===== src/rtl/gigerx_byte_packer.sv =====
// -----------------------------------------------------------------------------
// gigerx_byte_packer
//
// Packs the 8-bit receive byte stream from the gigabit MAC front end into
// 64-bit words for the RX FIFO write port. The first byte of each word lands
// in [63:56]. Per-frame status is reported on a one-cycle strobe.
//
// Parameters:
//   MAX_LEN      saturation value for frame_len (must be <= 16383)
//
// Ports:
//   clk          single clock, shared with the FIFO write side
//   srst         synchronous active-high reset
//   rx_dv        byte valid, high and contiguous for the whole frame
//   rxd[7:0]     receive byte, sampled when rx_dv=1
//   rx_er        receive error, sampled when rx_dv=1
//   full         FIFO full flag
//   wrreq        FIFO write strobe (registered, one cycle)
//   data[63:0]   FIFO write word (registered)
//   frame_done   one-cycle end-of-frame strobe
//   frame_len    bytes in the frame, saturating at MAX_LEN
//   last_bytes   valid bytes in the final word (0 means 8)
//   frame_err    rx_er was seen during the frame
//   frame_drop   one or more words of the frame were lost to full
//
// Write handshake: wrreq is a single-cycle strobe with no back-pressure
// acknowledge. The decision to write is made in the cycle that samples the
// completing byte (or the frame end), using full as sampled in that same
// cycle; wrreq then appears on the following cycle with the word on data.
// A word refused by full is discarded, never retried.
// -----------------------------------------------------------------------------
module gigerx_byte_packer #(
    parameter int MAX_LEN = 16383
) (
    input  logic        clk,
    input  logic        srst,
    input  logic        rx_dv,
    input  logic [7:0]  rxd,
    input  logic        rx_er,
    input  logic        full,
    output logic        wrreq,
    output logic [63:0] data,
    output logic        frame_done,
    output logic [13:0] frame_len,
    output logic [2:0]  last_bytes,
    output logic        frame_err,
    output logic        frame_drop
);

    typedef enum logic [1:0] {
        WAIT_IDLE = 2'd0,
        IDLE      = 2'd1,
        PACK      = 2'd2,
        DROP      = 2'd3
    } state_t;

    localparam logic [13:0] MAX_LEN_W = 14'(MAX_LEN);

    // FSM state
    state_t state, state_next;

    // Frame working registers
    logic [63:0] word_q,    word_next;
    logic [2:0]  byte_cnt,  byte_cnt_next;
    logic [13:0] len_cnt,   len_cnt_next;
    logic        err_q,     err_next;
    logic        drop_q,    drop_next;

    // Registered outputs, next values
    logic        wrreq_next;
    logic [63:0] data_next;
    logic        frame_done_next;
    logic [13:0] frame_len_next;
    logic [2:0]  last_bytes_next;
    logic        frame_err_next;
    logic        frame_drop_next;

    // Helpers
    logic [63:0] word_with_byte;
    logic [13:0] len_inc;

    // Insert rxd at lane byte_cnt; lane k occupies [63-8k:56-8k].
    always_comb begin
        word_with_byte = word_q;
        word_with_byte[{3'd7 - byte_cnt, 3'b000} +: 8] = rxd;
    end

    assign len_inc = (len_cnt >= MAX_LEN_W) ? len_cnt : len_cnt + 14'd1;

    // -------------------------------------------------------------------------
    // Next-state and datapath
    // -------------------------------------------------------------------------
    always_comb begin
        state_next      = state;
        word_next       = word_q;
        byte_cnt_next   = byte_cnt;
        len_cnt_next    = len_cnt;
        err_next        = err_q;
        drop_next       = drop_q;
        wrreq_next      = 1'b0;
        data_next       = data;
        frame_done_next = 1'b0;
        frame_len_next  = frame_len;
        last_bytes_next = last_bytes;
        frame_err_next  = frame_err;
        frame_drop_next = frame_drop;

        case (state)
            // A frame already running when reset releases is skipped whole.
            WAIT_IDLE: begin
                if (!rx_dv) begin
                    state_next = IDLE;
                end
            end

            IDLE: begin
                if (rx_dv) begin
                    word_next     = {rxd, 56'd0};
                    byte_cnt_next = 3'd1;
                    len_cnt_next  = 14'd1;
                    err_next      = rx_er;
                    drop_next     = 1'b0;
                    state_next    = PACK;
                end
            end

            PACK: begin
                if (rx_dv) begin
                    byte_cnt_next = byte_cnt + 3'd1;
                    len_cnt_next  = len_inc;
                    err_next      = err_q | rx_er;
                    if (byte_cnt == 3'd7) begin
                        // Clear the buffer so a later partial word carries
                        // zeros in its unused lanes.
                        word_next = 64'd0;
                        if (!full) begin
                            wrreq_next = 1'b1;
                            data_next  = word_with_byte;
                        end else begin
                            drop_next  = 1'b1;
                            state_next = DROP;
                        end
                    end else begin
                        word_next = word_with_byte;
                    end
                end else begin
                    frame_done_next = 1'b1;
                    frame_len_next  = len_cnt;
                    last_bytes_next = byte_cnt;
                    frame_err_next  = err_q;
                    frame_drop_next = drop_q;
                    if (byte_cnt != 3'd0) begin
                        if (!full) begin
                            wrreq_next = 1'b1;
                            data_next  = word_q;
                        end else begin
                            frame_drop_next = 1'b1;
                        end
                    end
                    state_next = IDLE;
                end
            end

            DROP: begin
                if (rx_dv) begin
                    byte_cnt_next = byte_cnt + 3'd1;
                    len_cnt_next  = len_inc;
                    err_next      = err_q | rx_er;
                end else begin
                    frame_done_next = 1'b1;
                    frame_len_next  = len_cnt;
                    last_bytes_next = byte_cnt;
                    frame_err_next  = err_q;
                    frame_drop_next = 1'b1;
                    state_next      = IDLE;
                end
            end

            default: begin
                state_next = WAIT_IDLE;
            end
        endcase
    end

    // -------------------------------------------------------------------------
    // State and output registers
    // -------------------------------------------------------------------------
    always_ff @(posedge clk) begin
        if (srst) begin
            state      <= WAIT_IDLE;
            word_q     <= 64'd0;
            byte_cnt   <= 3'd0;
            len_cnt    <= 14'd0;
            err_q      <= 1'b0;
            drop_q     <= 1'b0;
            wrreq      <= 1'b0;
            data       <= 64'd0;
            frame_done <= 1'b0;
            frame_len  <= 14'd0;
            last_bytes <= 3'd0;
            frame_err  <= 1'b0;
            frame_drop <= 1'b0;
        end else begin
            state      <= state_next;
            word_q     <= word_next;
            byte_cnt   <= byte_cnt_next;
            len_cnt    <= len_cnt_next;
            err_q      <= err_next;
            drop_q     <= drop_next;
            wrreq      <= wrreq_next;
            data       <= data_next;
            frame_done <= frame_done_next;
            frame_len  <= frame_len_next;
            last_bytes <= last_bytes_next;
            frame_err  <= frame_err_next;
            frame_drop <= frame_drop_next;
        end
    end

endmodule


===== config.mk =====
export PLATFORM = sky130hd
export DESIGN_NAME = gigerx_byte_packer
export DESIGN_NICKNAME = d
export VERILOG_FILES = /design/src/rtl/gigerx_byte_packer.sv
export SDC_FILE = /design/constraint.sdc
export NUM_CORES = 1
export LEC_CHECK = 0
export BUFFER_PORTS_ARGS = -buffer_cell sky130_fd_sc_hd__buf_4
export CORE_ASPECT_RATIO = 1.75
export CORE_MARGIN = 2
export CORE_UTILIZATION = 45
export DETAILED_ROUTE_END_ITERATION = 8
export GPL_TIMING_DRIVEN = 0
export HOLD_SLACK_MARGIN = 0.03
export PLACE_DENSITY = 0.7
export SETUP_SLACK_MARGIN = 0.2
export SYNTH_ARGS = -nofsm -noshare
export SYNTH_HDL_FRONTEND = slang
export SYNTH_SLANG_ARGS = --single-unit

===== constraint.sdc =====
create_clock -name clk -period 3.2 [get_ports clk]
set_input_delay 0.48 -clock clk [delete_from_list [all_inputs] [get_ports clk]]
set_output_delay 0.48 -clock clk [all_outputs]
set_load 0.05 [all_outputs]

* After elaboration in Yosys (flattened, before gate mapping) *
Cells that the tools add are included.

word-level totals
  flip-flop bits (word level) = 170
  bits in latches = 0
  RAM bits = 0
  memory bits (read-only) = 0
  bits of input ports = 13
  output and inout port bits = 85
  logic and storage cells = 98
  memories kept = 0

cells by class
  $add $sub $neg = 4
  $mul = 0
  divide/modulo/power cells = 0
  order comparisons = 1
  eq/ne operators = 15
  shift operators = 2
  mux-type cells = 40
  bitwise logic cells = 5
  reductions and logical operators = 18

operator list
  kind                                                   number
  two-way mux 64 bit                                     8
  case mux 64 bit (2 select lines)                       1
  bitwise mux 64 bit                                     1
  variable shift 8 x 8 -> 64 bit (first input constant)  1
  variable part select 8 x 8 -> 64 bit                   1
  two-way mux 14 bit                                     3
  case mux 14 bit (2 select lines)                       1
  AND reduction 4 bit                                    4
  adder 14 x 1 -> 14 bit (second input constant)         1
  >= comparator 14 bit (second input constant)           1
  two-way mux 1 bit                                      14
  != test 2 bit (second input constant)                  7
  two-way mux 2 bit                                      5
  AND reduction 3 bit                                    3
  negator 6 -> 8 bit                                     1
  nonzero test 2 bit                                     4
  OR reduction 2 bit                                     4
  two-way mux 3 bit                                      2
  != test 3 bit (second input constant)                  2
  case mux 1 bit (2 select lines)                        3
  case mux 2 bit (3 select lines)                        1
  case mux 3 bit (2 select lines)                        1
  == test 2 bit (second input constant)                  2
  != test 2 x 1 -> 1 bit (second input constant)         2
  other kinds (9)                                        12

* Logic depth before layout (Yosys ltp) *
  depth in word-level cells = 7
  mapped depth = 11
  depth with buffers taken out = 6

* Worst setup path after synthesis *
No wires, ideal clock.

  path type = reg2reg
  start = register byte_cnt[0]
  end = register word_q[59]
  setup time = 0.086 ns
  arrival time = 2.280 ns
  data required time = 3.114 ns
  path slack = 0.835 ns
  cell stages (with the launch flop) = 10
  buffers on the path = 3
  period minus slack after synthesis = 2.365 ns
  cell sequence = dfxtp_1 buf_4 buf_6 inv_1 ha_1 clkbuf_1 or4b_1 nor4_1 a221oi_1 a211oi_1

between the ends
  cells in the longest elaborated chain, start to end = 7
  elaborated cells between the ends (all ways) = 9
  those cells by class = 2 x add/sub; 1 x eq/ne; 2 x shift; 4 x mux

ends and longest elaborated chain
  what                                                                                    line  RTL
  start, declared                                                                         64    logic [2:0] byte_cnt, byte_cnt_next;
  start signal, assigned                                                                  206   byte_cnt <= byte_cnt_next;
  subtractor 3 bit                                                                        85    word_with_byte[{3'd7 - byte_cnt, 3'b000} +: 8] = rxd;
  negator 6 -> 8 bit                                                                      85
  variable part select 8 x 8 -> 64 bit or variable shift 8 x 8 -> 64 bit (tied branches)  85
  bitwise mux 64 bit                                                                      85
  two-way mux 64 bit (*)                                                                  132   if (byte_cnt == 3'd7) begin
  two-way mux 64 bit (*)                                                                  128   if (rx_dv) begin
  case mux 64 bit (2 select lines) (*)                                                    108   case (state)
  end signal, assigned                                                                    205   word_q <= word_next;
  end, declared                                                                           63    logic [63:0] word_q, word_next;

Every way passes the cells marked *; elsewhere a longest branch is shown, timed or not. The select of a mux whose other input is x is not followed.
A chain may end at the register's enable or synchronous reset.

* Worst setup path in the final report *
  start = register byte_cnt[0]
  end = register data[40]

between the ends
  cells in the longest elaborated chain, start to end = 7
  elaborated cells between the ends (all ways) = 13
  those cells by class = 2 x add/sub; 2 x eq/ne; 2 x shift; 4 x mux; 3 x reduce/logical

ends and longest elaborated chain
  what                                                                                    line  RTL
  subtractor 3 bit                                                                        85
  negator 6 -> 8 bit                                                                      85
  variable part select 8 x 8 -> 64 bit or variable shift 8 x 8 -> 64 bit (tied branches)  85
  bitwise mux 64 bit                                                                      85
  two-way mux 64 bit                                                                      136   if (!full) begin
  two-way mux 64 bit                                                                      132
  two-way mux 64 bit                                                                      128
  end signal, assigned                                                                    211   data <= data_next;
  end, declared                                                                           42    output logic [63:0] data,

Several ways; a longest one is shown, not always the timed one. The select of a mux whose other input is x is not followed.

==> flow_summary.ini <==
[sta]
hold_viol_final = 0
slew_viol_final = 0
worst_pin_slew_ns = 0.770
fin_hold_ws_ns = 0.318
setup_ws_ns = 0.348
setup_viol = 0
max_freq_mhz = 351
relSlewSlack_pct = 48.3
finalCritPeriodShare_pct = 89.1
rsz0062_at_grt = false
period_minus_slack_ns = 2.85
fin_skew_ns = 0.0115
fin_tns_setup_ns = 0

[placement]
pre_cts_ws_ns = 0.369
place.gp.congestion = 0.983
numPortBuffers = 89
dpl.cell_count = 1197
hpwl_um = 17300

[worst_hold_path]
hp-start = rx_er
hp-class = in -> reg

[clocking]
cts_root_buf = clkbuf_16
clk_path_buf_depth = 2
clock-sinks = 170
tritoncts = yes
cts-buffers-inserted = 17
htree_levels = 4
path_clk_slew_ns = 0.08
postCtsSetupBuffers = 0
clk_latency_ns = 0.44
ctsHoldBuffers = 0

[yosys]
yosys.area.top_type = dfxtp_1
yosysWarnings = 0
synth_edf_count = 0
synthArstFlopShare_pct = 0
synth_cells = 877
synth.distinct_cells = 67
synth_top_area_share_pct = 42.5
synth.area.top_cells = dfxtp_1, mux2i_1, nand2_1
yosysMostFrequentCell = dfxtp_1
synthTopCellsByCount = dfxtp_1, nand2_1, nor2_1
syn-cell-area_um2 = 8010
synth-main-ff-cell = dfxtp_1
ys_seq_area_share_pct = 42.5
synth_nets = 901
synth_seq_cells = 170
avgSynthCellArea_um2 = 9.13

[power]
p_sw_mw = 1.78
p_int_mw = 3.72
switching_share_pct = 32.4
ir_worst_vdd_uv = 364
p_leak_nw = 3.49
power_frac_clock_pct = 39.7
seqPwrFrac_pct = 41.0
power_frac_comb_pct = 19.4
powerDensity_nw_per_um2 = 574

[detailed_routing]
drt-vias-per-instance = 5.90
drtIter0Drc = 326
routed_wl_um = 24100
drt-pass1-iter-count = 5
routedWlPerCell_um = 19.6
ant_nets = 0
num_vias = 7255
drc_errors = 0

[floorplan]
fp.dieH_um = 180
die_area_um2 = 18900
io_pins = 98
rows = 64
die_w_um = 105
start_util_pct = 45.9
core_um2 = 17500

[worst_setup_path]
crit_fanout = 10
setup.worst_path.start_class = flip-flop
startpoint = byte_cnt[0]
crit_path_end_kind = flip-flop
r2r_start = byte_cnt[0]
cp.required_ns = 3.56
worstPathArrival_ns = 3.21
path_class = reg -> reg

[cells_and_area]
drive_gt1_share_pct = 17.6
instances_no_fill = 1229
diodes = 0
num-nets-final = 1009
fin_util_pct = 55.0
area_growth_pct = 19.8
fill_cells = 1679

[status]
status = complete, no violations

[run]
maxCapViolCount = 0

[grt]
grt_pass1_vias = 7054
antenna_found_initial = 0
grt_first_pass_wirelength_um = 38300
grt_max_degree = 18
grt_overflow_total = 0
grtUsageTotal_pct = 25.5
## critical path, stage by stage (launching register included)
cell and delay [ns]:
dfxtp_2 0.36, buf_4 0.17, buf_6 0.15, inv_1 0.12
ha_1 0.29, nor3b_1 0.55, or3_1 0.24, buf_2 0.22
buf_6 0.17, buf_2 0.27, nand3b_1 0.11, o211ai_1 0.10
## state kept, by name, summed over array words and instances, names as in the netlist, 2 cells and up
signal      flops
state           2
byte_cnt        3
data           64
len_cnt        14
word_q         64
last_bytes      3
frame_len      14
## through the flow
stage               area (um^2)  power, mW
floorplan                  8010       3.02
global placement           8970       3.33
detailed placement         8970       3.34
CTS                        9580       5.50
global route               9600       5.70
finish                     9600       5.51
## what timing repair did
action | in CTS | in global routing
resized for setup | 0 | 5
setup endpoints to repair | 0 | 36
hold endpoints to repair | 0 | 0
## per-layer routing
metal  wire length [um]  global-route usage, %  up-vias  part of all wire [%]
met2              13300                   47.9      216                    55
met4                755                   11.0        0                   3.1
met1               9220                   27.9     3536                    38
li1                   -                      -     3455                     -
met5                  0                      0        -                     0
met3                890                   4.09       48                   3.7
## cells in the final DEF (no fill, tap or decap), types with 17 or more instances in the layout
cell and count:
dfxtp_1 169, buf_4 91, nand2_1 83, nor2_1 64, clkbuf_1 57, mux2i_1 51, a21oi_1 37, a211oi_1 36
o21ai_0 35, nand3b_1 30, and2_1 23, or4b_1 22, o211ai_1 21, nand3_1 18, clkbuf_16 17
## cells by family after synthesis
| logic type | after synthesis | synth area share [%] |
|---|---|---|
| AND/OR/NAND/NOR | 322 | 23.4 |
| AO/OA/AOI/OAI | 219 | 20.0 |
| buffers and inverters | 97 | 5.05 |
| adder cells (fa/ha/maj) | 11 | 1.72 |
| multiplexers | 58 | 7.36 |
| flip-flops | 170 | 42.5 |
## worst paths after layout
| check | cells past startpoint | slack (ns) | end |
|---|---|---|---|
| max | 11 | 0.35 | data[40] |
| min | 3 | 0.32 | err_q |
| max reg2reg | 11 | 0.35 | data[40] |
| min reg2reg | 2 | 0.45 | frame_len[11] |
## power groups by stage
stage          clock (mW)  sequential, mW  combinational [mW]
3_5_place_dp            0            2.30                1.04
6_report             2.18            2.26                1.07
2_1_floorplan           0            2.39               0.634
4_1_cts              2.20            2.25                1.04
3_3_place_gp            0            2.30                1.03
5_1_grt              2.29            2.26                1.15
## final cells by class
| type | instances | area (um^2) | share of cell area, % |
|---|---|---|---|
| plain buffers | 83 | 353 | 3.68 |
| clock buffers | 18 | 439 | 4.58 |
| clock inverters | 14 | 178 | 1.85 |
| inverters | 14 | 52.6 | 0.548 |
| multi-input cells | 610 | 4210 | 43.9 |
| flip-flops and latches | 170 | 3400 | 35.5 |
| well taps | 231 | 289 | 3.01 |
| repair buffers | 89 | 668 | 6.96 |
No activity file was read; power rests on OpenSTA's default activity.
